### src/rtl/regfile_dump_reader.sv
// Sequencer that dumps every register-file word as an (address, data) beat
// on a valid/ready stream, followed by one XOR checksum beat.
module regfile_dump_reader #(
    parameter int ADDR_W = 2,
    parameter int DATA_W = 4
) (
    input  logic              clk,
    input  logic              reset,
    input  logic              start,
    output logic              busy,
    output logic [ADDR_W-1:0] rd_addr,
    input  logic [DATA_W-1:0] rd_data,
    output logic              out_valid,
    input  logic              out_ready,
    output logic [ADDR_W-1:0] out_addr,
    output logic [DATA_W-1:0] out_data,
    output logic              out_last,
    output logic              done
);

    typedef enum logic [1:0] {IDLE, READ, SEND, CSUM} state_t;

    localparam logic [ADDR_W-1:0] LAST_ADDR = '1;

    state_t            state;
    logic [ADDR_W-1:0] cnt;
    logic [DATA_W-1:0] csum;
    logic              handshake;

    // The read port follows the word counter directly so the file sees a stable
    // address for the whole time a word is held in SEND.
    assign rd_addr   = cnt;
    assign handshake = out_valid && out_ready;

    always_ff @(posedge clk or posedge reset) begin
        if (reset) begin
            state     <= IDLE;
            cnt       <= '0;
            csum      <= '0;
            busy      <= 1'b0;
            out_valid <= 1'b0;
            out_addr  <= '0;
            out_data  <= '0;
            out_last  <= 1'b0;
            done      <= 1'b0;
        end else begin
            done <= 1'b0;
            case (state)
                IDLE: begin
                    if (start) begin
                        cnt   <= '0;
                        csum  <= '0;
                        busy  <= 1'b1;
                        state <= READ;
                    end
                end
                READ: begin
                    out_data  <= rd_data;
                    out_addr  <= cnt;
                    csum      <= csum ^ rd_data;
                    out_valid <= 1'b1;
                    state     <= SEND;
                end
                SEND: begin
                    if (handshake) begin
                        if (cnt == LAST_ADDR) begin
                            // csum already folds in the last word; keep valid high
                            // so the checksum beat follows with no gap.
                            out_data <= csum;
                            out_addr <= '0;
                            out_last <= 1'b1;
                            state    <= CSUM;
                        end else begin
                            cnt       <= cnt + 1'b1;
                            out_valid <= 1'b0;
                            state     <= READ;
                        end
                    end
                end
                CSUM: begin
                    if (handshake) begin
                        out_valid <= 1'b0;
                        out_last  <= 1'b0;
                        done      <= 1'b1;
                        busy      <= 1'b0;
                        cnt       <= '0;
                        state     <= IDLE;
                    end
                end
                default: state <= IDLE;
            endcase
        end
    end

endmodule

### config.mk
export PLATFORM = sky130hd
export DESIGN_NAME = regfile_dump_reader
export DESIGN_NICKNAME = d
export VERILOG_FILES = /design/src/rtl/regfile_dump_reader.sv
export SDC_FILE = /design/constraint.sdc
export NUM_CORES = 1
export LEC_CHECK = 0
export ABC_AREA = 1
export BUFFER_PORTS_ARGS = -buffer_cell sky130_fd_sc_hd__buf_2
export CAP_MARGIN = 20
export CORE_MARGIN = 2
export CORE_UTILIZATION = 28
export DETAILED_ROUTE_END_ITERATION = 8
export MAX_ROUTING_LAYER = met4
export PLACE_DENSITY = 0.48
export SLEW_MARGIN = 5
export SYNTH_ARGS = -nofsm -noshare
export SYNTH_HDL_FRONTEND = slang
export SYNTH_SLANG_ARGS = --single-unit
### constraint.sdc
create_clock -name clk -period 1.34 [get_ports clk]
set_input_delay 0.134 -clock clk [delete_from_list [all_inputs] [get_ports clk]]
set_output_delay 0.134 -clock clk [all_outputs]
set_load 0.02 [all_outputs]
# Word-level counts from Yosys, hierarchy flattened
# Index checks and enable logic that the tools add are counted.
# word_totals
ram_bits,0
word_cells,63
latch_bits,0
out_inout_bits,12
n_memories,0
inputBits,8
romBits,0
ff_bits,18
# classes
muxes,28
magnitude_cmp,0
n_bitwise,1
n_shift,0
n_mul,0
reduce_logical,15
addsub,1
n_div,0
eq_ne,9
# op_table
cell,count
$mux 2,9
$pmux 4 s2,2
$mux 4,3
$ne 2x2->1 const B,5
$reduce_and 3->1,3
$mux 1,8
$pmux 2 s4,1
$reduce_and 4->1,2
$reduce_bool 2->1,4
$eq 2x2->1 const B,3
$pmux 2 s3,1
$reduce_bool 3->1,2
$reduce_and 5->1,1
$pmux 1 s2,2
$pmux 2 s2,1
$xor 4x4->4,1
$pmux 1 s3,1
$add 2x1->2 const B,1
$eq 2x1->1 const B,1
$logic_not 2->1,1
$reduce_and 2->1,1
$logic_and 1x1->1,1

# Longest topological paths before layout
# Gate-level depths: netlist (run 1).
# logic_depth
depth_word,4
mapped_depth,7
ltp_nobuf,6

# Worst setup path after synthesis (run 1)
# OpenSTA, ideal clock, no wires.
# synth_timing
path_kind,register to register
startpoint,"register cnt[0], in the netlist rd_addr[0]"
endpoint,register out_addr[0]
t_required_ns,1.214
path_slack_ns,0.057
arrival_time_ns,1.157
path_stages_with_launch,7
setup_time_ns,0.126
n_path_buf,0
path_cell_list,dfrtp_1 > ha_1 > nand3_1 > nand2_2 > nand2_2 > nand2_1 > o21ai_0
# synth_between
elab_chain_len,3
word_cells_on_any_way,4
classes_between,eq/ne (2); mux (1); reduce/logical (1)
# synth_lines
element,line_no,source
"start, declared",26,logic [ADDR_W-1:0] cnt;
"start signal, assigned",74,cnt <= cnt + 1'b1;
$eq 2x2->1,66,if (cnt == LAST_ADDR) begin
$ne 2x2->1 (no line),--,
$reduce_and 3->1 (no line),--,
"end signal, assigned",59,out_addr <= cnt;
"end, declared",15,"output logic [ADDR_W-1:0] out_addr,"
# Several ways; a longest one is shown, not always the timed one.
# A chain may end at the register's enable or synchronous reset.

# Final worst setup path (run 1)
# layout_timing
startpoint,register state[0]
endpoint,"register cnt[0], in the netlist rd_addr[0]"
# layout_between
elab_chain_len,3
word_cells_on_any_way,10
classes_between,eq/ne (6); mux (1); reduce/logical (3)
# layout_lines
element,line_no,source
"start, declared",25,state_t state;
"start signal, assigned",37,state <= IDLE;
"start signal, assigned",54,state <= READ;
"start signal, assigned",62,state <= SEND;
$eq 2x2->1 or $logic_not 2->1 (tied branches),48,case (state)
$ne 2x2->1 (no line) or $reduce_bool 3->1 (tied branches),--,
$reduce_and 5->1 (no line),--,
# Several ways; a longest one is shown, not always the timed one.

==> metrics.txt, run 1 <==
Max-cap violations 0; measured slew at the worst slew-check pin 285 ps; most frequent cells in the layout nand2_1, buf_2, dfrtp_1; Routed WL 1.79 mm; largest family of logic cells by synthesized area simple AND/OR/NAND/NOR gates; Max transition margin 0.808; Fill cells 282; Final Setup Violations 0; CP max FO 4; IO Pins 20; Post-Synth Adder-Cell Area 0.0151; commonest non-fill, non-tap cell in the layout nand2_1; CTS tree yes; clk_skew 1.27 ps; syn nets 109; root buffer cell clkbuf_4; final RePlAce weighted congestion 0.756; final antenna-violating net count 0; critical path class flip-flop to flip-flop; vias in the first global route 681; fmax 828 MHz; fraction of synthesized area in multiplexers 0; total gr overflow 0; CTS buffer count 3; largest net degree at the start of global routing 19; #FFs+latches synth 18; Starting DRT DRC Count 18; setup ws final 133 ps; WL/cell 11.2 um; Die Height 58.4 um; Ys Warns 0; Worst-path clk slew 110 ps; sequential fraction of the synthesis area 0.543; pre-CTS worst setup slack 38.1 ps; DR vias/cell 4.68; CTS sink cnt 18; status complete, no violations; Slew Viols, Final 0; I/O Buffers 19; Ant. Diodes 0; final instance area 1060 um^2; layout cells sized above 1 0.271; DP Area 986 um^2; Initial DRT Pass Iterations 4; simple-gate share of the synthesized area 0.238; area grow syn2layout 27.8%; gr usage total 0.118; fin crit period 1210 ps; # DRC 0; # rows 19; Min-Delay Path Class primary input to flip-flop; Max Root-Sink Buffers 2; XOR/XNOR share of the synthesized area 0.0211; hpwl dp 1.35 mm; Worst EP required 1530 ps; via count 748; final hold viol count 0; Synth Area in Compound Gates 0.128; worst skew pair latency 290 ps; peak supply drop 1.03 mV; core area 2780 um^2; Period Utilization, post-route 0.901; total leakage power 0.577 nW; Startpoint Class flip-flop; Initial Utilization 0.298; crit path capture type flip-flop; NumNets Final 139; die span in x 58.4 um; Power Density 2330 nW/um^2; Mapped Area 830 um^2; Netlist cell types 16; Post-Syn Instances 100; Avg Cell Area, Syn 8.30 um^2; first-pass GRT wire length 2.99 mm; die area 3410 um^2; initial antenna violation count 0; H-tree Lvls 1; CP arrival 1390 ps
==> path summary, 6_finish.rpt <==
kind,slack [ps],cells past startpoint,startpoint,to
worst max-delay path,130,7,state[0]$_DFFE_PP0P_,rd_addr[0]$_DFFE_PP0P_
worst min-delay path,100,3,rd_data[1],csum[1]$_DFFE_PP0P_
worst max register to register,130,7,state[0]$_DFFE_PP0P_,rd_addr[0]$_DFFE_PP0P_
worst min register to register,490,2,out_data[1]$_DFFE_PP0P_,out_data[1]$_DFFE_PP0P_
max in group asynchronous,760,4,reset,csum[3]$_DFFE_PP0P_
min in group asynchronous,390,4,reset,out_addr[1]$_DFFE_PP0P_
==> registers in the layout (all words and copies together) (netlist names) <==
signal     count
busy           1
done           1
csum           4
out_last       1
state          2
out_valid      1
rd_addr        2
out_data       4
out_addr       2
==> layout make-up <==
class,instances,area (um^2),area share
clock buffer,4,36.3,0.0342
inverter,10,37.5,0.0354
multi-input combinational,71,347,0.327
sequential,18,450,0.425
tap,31,38.8,0.0366
timing repair buffer,26,150,0.142
==> cells in the mapped netlist <==
| master | number | area, um^2 |
|---|---|---|
| xnor2_1 | 1 | 8.76 |
| inv_1 | 9 | 33.8 |
| xor2_1 | 1 | 8.76 |
| o21ai_0 | 17 | 85.1 |
| nor3_1 | 1 | 5.00 |
| dfrtp_1 | 18 | 450 |
| nand2_2 | 2 | 12.5 |
| nand2_4 | 1 | 11.3 |
| o22ai_1 | 1 | 6.26 |
| nand2_1 | 32 | 120 |
| a21oi_1 | 3 | 15.0 |
| ha_1 | 1 | 12.5 |
| nand3_1 | 6 | 30.0 |
| inv_2 | 1 | 3.75 |
| nor2_1 | 5 | 18.8 |
| buf_4 | 1 | 7.51 |
==> what timing repair did <==
action / 4_1_cts / 5_1_grt
hold buffers: 1 / 0
endpoints found under the setup margin: 0 / 9
gates resized for setup: 0 / 4
setup buffers: 0 / 2
hold endpoints to repair: 18 / 0
==> metal layers <==
metal  GRT usage  up-vias  wire [um]  part of all wire
met5           -        -          0                 0
met4      0.0565        0         20             0.011
met3      0.0198        2         68             0.038
met2       0.172       16        849              0.47
met1       0.161      350        850              0.48
li1            -      380          -                 -
==> logic make-up (layout without fill, tap and decap cells) <==
family	count (synthesis)	after routing
xor+xnor	2	2
buf+inv	11	40
flops	18	18
fa+ha+maj	1	1
compound gates	21	21
simple gates	47	47
==> power by group <==
group	internal (mW)	switching [mW]	total (mW)
logic	0.434	0.786	1.22
clock network	0.165	0.176	0.341
registers	0.767	0.140	0.907
==> through the flow <==
step                      power (mW)  instances  utilization  hold slack, ps  setup TNS (ps)
final                           2.47        160        0.381             105               0
after global placement          2.08        153        0.354             163               0
after detailed placement        2.09        153        0.354             168               0
after floorplan                 1.72        100            -            72.6               0
after CTS                       2.43        158        0.371             105               0
after global routing            2.69        160        0.381             130           -22.7
==> worst max-delay path: stages (launching register included) <==
cell and delay, ps:
dfrtp_1 420, buf_4 160, nor2_1 140, nand2_1 80, nand2_1 130, nor2_1 70
nand2_1 60, nand2_1 50
Note: power is estimated with default switching activity, not from simulation.
==> inputs of run 2 (changes only) <==
--- a/config.mk
+++ b/config.mk
@@ -6,7 +6,7 @@
 export NUM_CORES = 1
 export LEC_CHECK = 0
 export ABC_AREA = 1
-export BUFFER_PORTS_ARGS = -buffer_cell sky130_fd_sc_hd__buf_2
+export BUFFER_PORTS_ARGS = -buffer_cell sky130_fd_sc_hd__buf_4
 export CAP_MARGIN = 20
 export CORE_MARGIN = 2
 export CORE_UTILIZATION = 28
==> run 2 against run 1 <==
- clock power barely moved
- critical path type unchanged
- largest cell class unchanged
- cell area grew 5.0%
- critical path depth is 1 lower
- global-route usage rose by 0.60 points
- critical endpoint is now out_data[3]$_DFFE_PP0P_
==> metrics.txt, run 2 (same netlist as run 1, synthesis figures left out) <==
status complete, no violations; Initial Utilization 0.298 (unchanged); clk_skew 5.35 ps (+4.09 ps); Ant. Diodes 0 (unchanged); Final Setup Violations 0 (unchanged); root buffer cell clkbuf_4; CTS buffer count 3 (unchanged); IO Pins 20 (unchanged); gr usage total 0.124 (+0.00597); Max Root-Sink Buffers 2 (unchanged); Initial DRT Pass Iterations 4 (unchanged); Power Density 2310 nW/um^2 (-1.0%); Max transition margin 0.834 (+0.0261); Die Height 58.4 um (unchanged); crit path capture type flip-flop; core area 2780 um^2 (unchanged); layout cells sized above 1 0.269 (-0.00209); measured slew at the worst slew-check pin 248 ps (-37.5 ps); # DRC 0 (unchanged); Worst EP required 1530 ps (about the same); DR vias/cell 4.52 (-3.4%); Comb pwr share 0.509 (+0.015); critical path class flip-flop to flip-flop; final hold viol count 0 (unchanged); Max-cap violations 0 (unchanged); total gr overflow 0 (unchanged); clock network power share 0.133 (-0.005); vias in the first global route 690 (+1.3%); Sw Pwr 1.11 mW (+0.59%); WL/cell 11.4 um (+1.8%); total leakage power 0.596 nW (+3.3%); largest net degree at the start of global routing 19 (unchanged); WHS 80.7 ps (-24.0 ps); CTS tree yes; Routed WL 1.83 mm (+2.4%); Total Power 2.56 mW (+3.9%); peak supply drop 1.52 mV (+48%); worst skew pair latency 300 ps (about the same); Net Sw Frac 0.432 (-0.0141); CP arrival 1420 ps (+30 ps); NumNets Final 140 (+0.72%); internal power 1.46 mW (+6.5%); Worst-path clk slew 110 ps (about the same); I/O Buffers 19 (unchanged); Min-Delay Path Class primary input to flip-flop; die span in x 58.4 um (unchanged); H-tree Lvls 1 (unchanged); Starting DRT DRC Count 6 (-12); most frequent cells in the layout nand2_1, buf_4, dfrtp_1; die area 3410 um^2 (unchanged); Slew Viols, Final 0 (unchanged); via count 727 (-2.8%); Seq pwr share 0.358 (-0.010); fmax 812 MHz (-2.0%); final antenna-violating net count 0 (unchanged); Largest regs csum (4), out_data (4); Startpoint Class flip-flop; hpwl dp 1.37 mm (+1.8%); commonest non-fill, non-tap cell in the layout nand2_1; initial antenna violation count 0 (unchanged); CP max FO 5 (+1); fin crit period 1230 ps (+25.0 ps); # rows 19 (unchanged); area grow syn2layout 34.1%; Period Utilization, post-route 0.919 (+0.0186); final RePlAce weighted congestion 0.713 (-5.7%); CTS sink cnt 18 (unchanged); first-pass GRT wire length 3.06 mm (+2.3%)
-- run 2: cell types whose count changed in the layout (fill, tap and decap cells not counted), sizes merged --
cell  delta
buf      +1
-- run 2: repair_timing --
| action | in CTS | in global routing |
|---|---|---|
| buffers inserted | 0 | 3 |
| hold endpoints to repair | 18 | 0 |
| gates resized for setup | 0 | 2 |
| hold buffers | 1 | 0 |
| setup endpoints to repair | 0 | 9 |
-- run 2: area by class of cell --
| class | instances | area (um^2) |
|---|---|---|
| repair buffers | 27 | 205 |
| flip-flops and latches | 18 | 450 |
| clock buffers | 4 | 36.3 |
| fillers | 288 | 1670 |
| multi-input cells | 71 | 344 |
| well taps | 31 | 38.8 |
| inverters | 10 | 37.5 |
-- run 2: metrics by stage --
step / cells / area [um^2] / setup TNS [ps] / utilization / setup slack (ps)
final: 161 / 1110 / 0 / 0.400 / 108
after global routing: 161 / 1110 / -31.2 / 0.400 / -22.9
after global placement: 153 / 1030 / 0 / 0.372 / 125
after detailed placement: 153 / 1030 / 0 / 0.372 / 47.0
after CTS: 158 / 1080 / 0 / 0.388 / 24.3
after floorplan: 100 / 830 / 0 / - / 57.2
-- run 2: routing by layer --
metal  global-route usage  part of all wire  up-vias
li1                     -                 -      388
met3               0.0462             0.032        2
met1                0.161              0.49      327
met2                0.185              0.47       10
met4               0.0299            0.0098        0
met5                    -                 0        -
-- run 2: power by group through the flow --
stage,Combinational [mW],Clock [mW],Sequential (mW)
3_5_place_dp,1.25,0,0.930
3_3_place_gp,1.25,0,0.919
6_report,1.31,0.341,0.918
5_1_grt,1.47,0.378,0.939
4_1_cts,1.26,0.361,0.920
2_1_floorplan,0.643,0,1.08
-- run 2: worst max-delay path, cell delays in order (launching register included) --
cell and delay [ps]:
dfrtp_1 430, ha_1 220, nand3_2 110, nand2_4 70, buf_4 150, nand3_1 80, nand2_1 60
-- run 2: worst paths after layout --
kind | from | endpoint | slack [ps] | cells after the start
setup reg to reg | rd_addr[1]$_DFFE_PP0P_ | out_data[3]$_DFFE_PP0P_ | 110 | 6
min in group asynchronous | reset | rd_addr[1]$_DFFE_PP0P_ | 410 | 4
setup / recovery | rd_addr[1]$_DFFE_PP0P_ | out_data[3]$_DFFE_PP0P_ | 110 | 6
hold reg to reg | out_data[0]$_DFFE_PP0P_ | out_data[0]$_DFFE_PP0P_ | 500 | 2
hold / removal | start | busy$_DFFE_PP0P_ | 80 | 3
max in group asynchronous | reset | out_data[2]$_DFFE_PP0P_ | 730 | 4
==> inputs of run 3 (changes only) <==
--- a/config.mk
+++ b/config.mk
@@ -13,6 +13,8 @@
 export DETAILED_ROUTE_END_ITERATION = 8
 export MAX_ROUTING_LAYER = met4
 export PLACE_DENSITY = 0.48
+export RECOVER_POWER = 25
+export SKIP_CTS_REPAIR_TIMING = 1
 export SLEW_MARGIN = 5
 export SYNTH_ARGS = -nofsm -noshare
 export SYNTH_HDL_FRONTEND = slang
==> constraint.sdc (replaced) <==
create_clock -name clk -period 1.51 [get_ports clk]
set_input_delay 0.151 -clock clk [delete_from_list [all_inputs] [get_ports clk]]
set_output_delay 0.151 -clock clk [all_outputs]
set_load 0.02 [all_outputs]
==> run 3 against run 2 <==
- final cell count is 3.7% lower
- core utilization down 2.1 points
- register-to-register slack improved by 70 ps
- hold slack gained 24 ps
- combinational power fell by 23%
- first-iteration DRC count is 33% higher
- power decreased by 17%
- global-route usage shrank 1.2 points
- cell area is 5.2% lower
- critical path type unchanged
==> metrics.txt, run 3 (same netlist as run 1, synthesis figures left out) <==
Total Power 2.14 mW (-17%); Initial DRT Pass Iterations 4 (unchanged); Power Density 2020 nW/um^2 (-12%); RSZ-0062 raised after global routing no; Ant. Diodes 0 (unchanged); fmax 752 MHz (-7.3%); die span in x 58.4 um (unchanged); Startpoint Class flip-flop; CP max FO 9 (+4); Worst EP required 1690 ps (+160 ps); status complete, no violations; met3 GRT Util 0.0220 (-0.0242); root buffer cell clkbuf_4; via count 706 (-2.9%); largest net degree at the start of global routing 19 (unchanged); commonest non-fill, non-tap cell in the layout nand2_1; Max transition margin 0.699 (-0.135); Final Setup Violations 0 (unchanged); critical path class flip-flop to flip-flop; Routed WL 1.69 mm (-7.8%); final antenna-violating net count 0 (unchanged); Placed Cells 150 (-2.0%); measured slew at the worst slew-check pin 451 ps (+203 ps); crit path capture type flip-flop; Slew Viols, Final 0 (unchanged); final hold viol count 0 (unchanged); R2R depth 6 (unchanged); final core utilization 0.379 (-0.0207); hpwl dp 1.31 mm (-4.8%); DR vias/cell 4.55 (+0.87%); area grow syn2layout 27.1%; Max-cap violations 0 (unchanged); Period Utilization, post-route 0.880 (-0.0391); Die Height 58.4 um (unchanged); initial antenna violation count 0 (unchanged); CP arrival 1510 ps (+90 ps); most frequent cells in the layout nand2_1, dfrtp_1, buf_4; total gr overflow 0 (unchanged); IO Pins 20 (unchanged); Initial Utilization 0.298 (unchanged); WL/cell 10.9 um (-4.2%); # rows 19 (unchanged); Min-Delay Path Class primary input to flip-flop; Max Root-Sink Buffers 2 (unchanged); I/O Buffers 19 (unchanged); peak supply drop 0.730 mV (-52%); Fill cells 300 (+4.2%); met2 Use GR 0.180 (-0.00482); worst skew pair latency 290 ps (about the same); Largest regs csum (4), out_data (4); Hold Path Stages 3 (unchanged); first-pass GRT wire length 2.86 mm (-6.8%); gr usage total 0.113 (-0.0116); # DRC 0 (unchanged); H-tree Lvls 1 (unchanged); core area 2780 um^2 (unchanged); CTS tree yes; routing usage on met1 0.134 (-0.0268); CTS buffer count 3 (unchanged); vias in the first global route 672 (-2.6%); GRT busiest layer met2; total leakage power 0.564 nW (-5.4%); Worst-path clk slew 110 ps (about the same); NumNets Final 134 (-4.3%); Non-Filler Instances 155 (-3.7%); clk_skew 5.98 ps (+0.625 ps); TNS Setup 0 ps (unchanged); R2R setup slack 180 ps (+70 ps); layout cells sized above 1 0.226 (-0.0434); CTS sink cnt 18 (unchanged); die area 3410 um^2 (unchanged); final RePlAce weighted congestion 0.733 (+2.7%); Starting DRT DRC Count 8 (+2); fin crit period 1330 ps (+97.3 ps)
-- run 3: worst paths after layout --
kind | startpoint | to
max | rd_addr[0]$_DFFE_PP0P_ | out_addr[1]$_DFFE_PP0P_
max reg2reg | rd_addr[0]$_DFFE_PP0P_ | out_addr[1]$_DFFE_PP0P_
min | rd_data[0] | csum[0]$_DFFE_PP0P_
min reg2reg | out_data[1]$_DFFE_PP0P_ | out_data[1]$_DFFE_PP0P_
max in group asynchronous | reset | state[1]$_DFFE_PP0P_
min in group asynchronous | reset | rd_addr[1]$_DFFE_PP0P_
-- run 3: per-stage QoR --
stage	setup slack (ps)	hold slack [ps]	area, um^2
after floorplan	227	89.6	830
after global placement	188	196	1010
after detailed placement	177	196	1010
after CTS	159	-136	1050
after global routing	15.5	99.9	1050
final	181	105	1050
-- run 3: critical path, cell delays in order (launching register included) --
cell	delay [ps]
dfrtp_1	430
ha_1	200
nand3_1	130
nand2_2	170
nand2_2	140
nand2_1	80
o21ai_0	70
-- run 3: area by class of cell --
class | count | area [um^2] | area share
multi-input cells | 71 | 334 | 0.317
clock buffers | 4 | 36.3 | 0.0344
flip-flops and latches | 18 | 450 | 0.427
repair buffers | 21 | 158 | 0.149
well taps | 31 | 38.8 | 0.0368
inverters | 10 | 37.5 | 0.0356
-- run 3: power breakdown --
group | switching [mW] | internal [mW]
Clock | 0.145 | 0.147
Combinational | 0.637 | 0.377
Sequential | 0.148 | 0.681
Total | 0.930 | 1.20
-- run 3: routing by layer --
layer	part of all wire	vias to the layer above	routed length [um]
li1	-	369	-
met1	0.47	325	788
met2	0.49	10	824
met3	0.034	2	57
met4	0.010	0	17
met5	0	-	0
